[src/rtl/snake_pkg.sv]
// Shared definitions for the snake game blocks: grid defaults, coordinate widths,
// placer state encoding and the candidate-scrambling LFSR.
package snake_pkg;

    localparam int GRID_W_DEF = 40;
    localparam int GRID_H_DEF = 30;
    localparam int X_W        = 6;
    localparam int Y_W        = 5;
    localparam int SEED_W     = 12;

    // Feedback taps on bits 11, 5, 3 and 0.
    localparam logic [SEED_W-1:0] LFSR_TAPS = 12'h829;
    localparam logic [SEED_W-1:0] LFSR_ZERO = 12'hACE;

    typedef enum logic [2:0] {
        IDLE,
        DIV_X,
        DIV_Y,
        QUERY,
        CHECK,
        DONE
    } state_t;

    function automatic logic [SEED_W-1:0] lfsr_next(input logic [SEED_W-1:0] c);
        if (c == '0) begin
            return LFSR_ZERO;
        end
        return {c[SEED_W-2:0], ^(c & LFSR_TAPS)};
    endfunction

endpackage

[src/rtl/grid_mapper.sv]
// Sequential subtract-divider mapping a 12-bit candidate onto the grid:
// x = cand mod GRID_W, y = (cand / GRID_W) mod GRID_H, one compare-subtract per cycle.
module grid_mapper
    import snake_pkg::*;
#(
    parameter int GRID_W = GRID_W_DEF,
    parameter int GRID_H = GRID_H_DEF
) (
    input  logic              OSC,
    input  logic              rst,
    input  logic              start,
    input  logic [SEED_W-1:0] cand,
    output logic              x_done,
    output logic              done,
    output logic [X_W-1:0]    x,
    output logic [Y_W-1:0]    y
);

    localparam logic [SEED_W-1:0] W_C = SEED_W'(GRID_W);
    localparam logic [SEED_W-1:0] H_C = SEED_W'(GRID_H);

    logic [SEED_W-1:0] r;
    logic [SEED_W-1:0] q;
    logic              active;
    logic              phase_y;

    assign x_done = active && !phase_y && (r < W_C);
    assign done   = active && phase_y && (r < H_C);
    // y is the remainder itself; it is only meaningful while done is high.
    assign y      = r[Y_W-1:0];

    always_ff @(posedge OSC) begin
        if (rst) begin
            r       <= '0;
            q       <= '0;
            active  <= 1'b0;
            phase_y <= 1'b0;
            x       <= '0;
        end else if (start) begin
            r       <= cand;
            q       <= '0;
            active  <= 1'b1;
            phase_y <= 1'b0;
        end else if (active) begin
            if (!phase_y) begin
                if (r >= W_C) begin
                    r <= r - W_C;
                    q <= q + 1'b1;
                end else begin
                    x       <= r[X_W-1:0];
                    r       <= q;
                    phase_y <= 1'b1;
                end
            end else if (r >= H_C) begin
                r <= r - H_C;
            end else begin
                active <= 1'b0;
            end
        end
    end

endmodule

[src/rtl/food_placer.sv]
// Places food on a free grid cell derived from randomseed, retrying with an LFSR on hits.
// Optional attempt cap with fail pulse: define FOOD_RETRY_LIMIT_EN.
//   state | meaning
//   IDLE  | waiting for req
//   DIV_X | mapper computing column
//   DIV_Y | mapper computing row
//   QUERY | occupancy strobe out
//   CHECK | occ_hit sampled
//   DONE  | food_valid pulse
module food_placer
    import snake_pkg::*;
#(
    parameter int GRID_W = GRID_W_DEF,
    parameter int GRID_H = GRID_H_DEF
`ifdef FOOD_RETRY_LIMIT_EN
    ,
    parameter int MAX_TRIES = 15
`endif
) (
    input  logic              OSC,
    input  logic              rst,
    input  logic [SEED_W-1:0] randomseed,
    input  logic              req,
    output logic              busy,
    output logic              occ_query,
    output logic [X_W-1:0]    occ_x,
    output logic [Y_W-1:0]    occ_y,
    input  logic              occ_hit,
    output logic [X_W-1:0]    food_x,
    output logic [Y_W-1:0]    food_y,
`ifdef FOOD_RETRY_LIMIT_EN
    output logic              fail,
`endif
    output logic              food_valid
);

    state_t            state, state_n;
    logic [SEED_W-1:0] cand;
    logic [SEED_W-1:0] cand_lfsr;
    logic [SEED_W-1:0] map_cand;
    logic              map_start;
    logic              map_x_done;
    logic              map_done;
    logic [X_W-1:0]    map_x;
    logic [Y_W-1:0]    map_y;
    logic              capped;

`ifdef FOOD_RETRY_LIMIT_EN
    logic [7:0] tries;
    assign capped = (tries == 8'(MAX_TRIES));
`else
    assign capped = 1'b0;
`endif

    assign cand_lfsr  = lfsr_next(cand);
    assign busy       = (state != IDLE);
    assign occ_query  = (state == QUERY);
    assign food_valid = (state == DONE);

    grid_mapper #(
        .GRID_W(GRID_W),
        .GRID_H(GRID_H)
    ) u_mapper (
        .OSC   (OSC),
        .rst   (rst),
        .start (map_start),
        .cand  (map_cand),
        .x_done(map_x_done),
        .done  (map_done),
        .x     (map_x),
        .y     (map_y)
    );

    always_ff @(posedge OSC) begin
        if (rst) begin
            state <= IDLE;
        end else begin
            state <= state_n;
        end
    end

    always_comb begin
        state_n   = state;
        map_start = 1'b0;
        map_cand  = randomseed;
        case (state)
            IDLE: begin
                if (req) begin
                    state_n   = DIV_X;
                    map_start = 1'b1;
                end
            end
            DIV_X: if (map_x_done) state_n = DIV_Y;
            DIV_Y: if (map_done) state_n = QUERY;
            QUERY: state_n = CHECK;
            CHECK: begin
                if (!occ_hit) begin
                    state_n = DONE;
                end else if (capped) begin
                    state_n = IDLE;
                end else begin
                    state_n   = DIV_X;
                    map_start = 1'b1;
                    map_cand  = cand_lfsr;
                end
            end
            DONE:    state_n = IDLE;
            default: state_n = IDLE;
        endcase
    end

    always_ff @(posedge OSC) begin
        if (rst) begin
            cand   <= '0;
            occ_x  <= '0;
            occ_y  <= '0;
            food_x <= X_W'(GRID_W / 2);
            food_y <= Y_W'(GRID_H / 2);
`ifdef FOOD_RETRY_LIMIT_EN
            tries  <= 8'd1;
            fail   <= 1'b0;
`endif
        end else begin
            if (map_start) begin
                cand <= map_cand;
            end
            // The query coordinates double as the holding register for the candidate cell.
            if (state == DIV_Y && map_done) begin
                occ_x <= map_x;
                occ_y <= map_y;
            end
            if (state == CHECK && !occ_hit) begin
                food_x <= occ_x;
                food_y <= occ_y;
            end
`ifdef FOOD_RETRY_LIMIT_EN
            fail <= (state == CHECK) && occ_hit && capped;
            if (state == IDLE) begin
                tries <= 8'd1;
            end else if (map_start) begin
                tries <= tries + 8'd1;
            end
`endif
        end
    end

endmodule
[config.mk]
export PLATFORM = sky130hd
export DESIGN_NAME = food_placer
export DESIGN_NICKNAME = d
export VERILOG_FILES = /design/src/rtl/snake_pkg.sv /design/src/rtl/grid_mapper.sv /design/src/rtl/food_placer.sv
export SDC_FILE = /design/constraint.sdc
export NUM_CORES = 1
export LEC_CHECK = 0
export BUFFER_PORTS_ARGS = -buffer_cell sky130_fd_sc_hd__buf_2
export CORE_ASPECT_RATIO = 0.5
export CORE_MARGIN = 1.5
export CORE_UTILIZATION = 25
export CTS_CLUSTER_SIZE = 14
export DETAILED_ROUTE_END_ITERATION = 10
export GPL_TIMING_DRIVEN = 0
export MAX_ROUTING_LAYER = met4
export PLACE_DENSITY = 0.41
export SLEW_MARGIN = 20
export SYNTH_ARGS = -nofsm -noshare
export SYNTH_HDL_FRONTEND = slang
export SYNTH_SLANG_ARGS = --single-unit
[constraint.sdc]
create_clock -name OSC -period 2.4 [get_ports OSC]
set_input_delay 0.24 -clock OSC [delete_from_list [all_inputs] [get_ports OSC]]
set_output_delay 0.24 -clock OSC [all_outputs]
set_load 0.02 [all_outputs]
==> metrics.cfg <==
[outcome]
outcome = complete, but fails checks
violations = setup timing

[clock_network]
numCtsBuffers = 9
tritoncts = built
h-tree-depth = 3
clk_pin_slew_worst_paths_ns = 0.06
clkSinkCount = 69
clkLatencyLatePin_ns = 0.33
hold_buffers = 0
clock_path_buffers = 2
ctsRootBufferMaster = clkbuf_16

[cells_and_area]
drive_above_1_share_pct = 18.8
fin_cells = 645
nets = 484
insertedDiodeCount = 0
area_delta_synth_final_pct = 23.8

[synth]
synth_warnings = 0
yosys-top-cells-count = dfxtp_1 (69), nor2_1 (53), nand2_1 (37)
syn_avg_cell_area_um2 = 8.35
synth_top_area_share_pct = 40.0
ys_ff_latch = 69
synthFlopType = dfxtp_1
synth.net_count = 434
synth_edf_count = 0
synth_area_leader_cell = dfxtp_1
syn_area_um2 = 3460
synth_cell_type_count = 55
synth_area_leaders = dfxtp_1 (40%), mux2i_1 (6.1%), nor2_1 (5.8%)
yosysSeqAreaShare_pct = 40.0
yosysMostFrequentCell = dfxtp_1
synthArstFlopShare_pct = 0
syn_inst = 414

[critical_path]
worst-path-max-fanout = 10
required_ns = 2.61
cpLargestDelayFamily = simple AND/OR/NAND/NOR gates
worst_ep_arrival_time_ns = 2.61
worstPathCellList = or4_4 -> or4_4 -> or4_4 -> buf_12 -> mux2i_2 -> nor2_1
max_stage_delay_ns = 0.61
critPathLaunchType = flop
worst_path_most_repeated_cell = or4_4
crit_path_end_kind = flop
cp.buffers_inverters = 1
cp_slowest_cell = or4_4
crit_type = flop to flop

[power]
p_int_w = 0.00230
p_clk_share_pct = 40.9
totalPowerFinal_w = 0.00329
ir_drop_mv = 0.319
p_per_area_nw_per_um2 = 769
pwr-share-comb_pct = 20.4
p_sw_share_pct = 30.2
switchingPower_w = 0.000995
p_leak_nw = 1.68
p_seq_share_pct = 38.7

[global_route]
grt_max_degree = 13
antenna_found_initial = 0
grt_pass1_vias = 2974
grt_overflow = 0
grt_pass1_wl_um = 16700
track_usage_pct = 15.4

[timing]
min_period_ns = 2.40
whs_ns = 0.281
drv_slew = 0
hold_viol_final = 0
worst_pin_slew_ns = 0.729
finalSetupViolCount = 1
skew_ns = 0.00820
fin_crit_sh_pct = 100
fmax_mhz = 416
maxSlewHeadroom_pct = 51.4
setup_slack_ns = -0.00301
rsz0062_at_grt = yes

[worst_hold_path]
holdCritPathClass = input pin to flop

[route]
firstDrtPassIters = 4
postRouteWirelength_um = 10400
vias = 3176
wl_per_cell_um = 16.1
drcViolationCount = 0
drt-vias-per-instance = 4.92
first_iter_violations = 227
antenna_left = 0

[floorplanning]
core_um2 = 13500
die-height_um = 86.2
rows = 30
start_util_pct = 25.6
ios = 41
die_w_um = 169
die-area_um2 = 14600

[placed_design]
gp_congestion = 0.843
io_buffers = 40
place.detailed.hpwl_um = 7800
numPlacedInstances = 630

[run]
max_cap_violations = 0

## layout by cell type, fill, tap and decap left out, types with 6 or more instances in the layout
| master | n |
|---|---|
| dfxtp_1 | 68 |
| nor2_1 | 51 |
| buf_2 | 41 |
| nand2_1 | 36 |
| a21oi_1 | 26 |
| mux2i_1 | 20 |
| nor3_1 | 17 |
| clkbuf_1 | 16 |
| xnor2_1 | 13 |
| a211oi_1 | 12 |
| inv_1 | 11 |
| o21ai_0 | 9 |
| clkbuf_16 | 9 |
| nor4_1 | 8 |
| nand3b_1 | 8 |
| clkbuf_2 | 7 |
| or3_1 | 6 |
## layer usage
| layer | vias to the layer above | GRT usage [%] | share of wire [%] | routed length (um) |
|---|---|---|---|---|
| met5 | - | - | 0 | 0 |
| met4 | 0 | 3.46 | 1.0 | 106 |
| met3 | 9 | 3.28 | 4.2 | 433 |
| met2 | 59 | 22.1 | 41 | 4240 |
| met1 | 1486 | 21.8 | 54 | 5630 |
| li1 | 1622 | - | - | - |
## metrics by stage
stage	worst slack, ns	cell area, um^2	TNS [ns]	util, %
3_3_place_gp	-0.559	3880	-13.77	28.7
5_1_grt	-0.0656	4280	-0.412	31.7
4_1_cts	-0.0400	4240	-0.185	31.3
6_report	-0.00301	4280	-0.00301	31.7
2_1_floorplan	0.0199	3460	0	-
3_5_place_dp	-0.397	3880	-12.32	28.7
## logic make-up after synthesis
logic type	after synthesis	share of synthesized area, %
xor gates and xnor gates	14	3.55
adders and majority gates	4	1.45
AOI/OAI and AO/OA	96	19.4
muxes	21	6.08
buffers and inverters	42	5.21
DFF	69	40.0
and+or+nand+nor	168	24.4
## layout make-up
type	count	area, um^2
Clock buffer	11	243
Multi-Input combinational cell	303	1970
Timing Repair Buffer	44	230
Tap cell	176	220
Inverter	11	41.3
Sequential cell	69	1380
Buffer	26	131
Clock inverter	5	60.1
Fill cell	1458	9230
## power by group through the flow
stage	clock, W	sequential (W)	combinational [W]
after floorplan	0	0.00127	0.000466
after global placement	0	0.00129	0.000646
after detailed placement	0	0.00129	0.000640
after CTS	0.00139	0.00126	0.000656
after global routing	0.00142	0.00128	0.000737
final	0.00135	0.00127	0.000672
## worst reg2reg max path: cells and delay by family, from the launching register on
family,cells,cell delay [ns]
buf+inv,1,0.17
mux,1,0.18
simple gates,4,1.58
flops,1,0.35
## path summary, 6_finish.rpt
kind                            depth (start not counted)        end  slack (ns)      startpoint
worst max-delay path                                    6   occ_y[4]      -0.003  u_mapper.r[11]
worst min-delay path                                    4  food_x[1]        0.28         occ_hit
worst max register to register                          6   occ_y[4]      -0.003  u_mapper.r[11]
worst min register to register                          2  food_x[0]        0.45       food_x[0]
## what timing repair did
item,4_1_cts,5_1_grt
pin swaps,2,0
endpoints found under the setup margin,53,42
gates cloned,0,0
setup buffers,2,2
resized for setup,15,16
## state kept, by name (all words and copies together) (netlist names), 3 cells and up
| name | count |
|---|---|
| cand | 12 |
| u_mapper.q | 12 |
| u_mapper.r | 12 |
| food_x | 6 |
| occ_x | 6 |
| u_mapper.x | 6 |
| food_y | 5 |
| occ_y | 5 |
| state | 3 |
(Power assumes the default switching activity.)
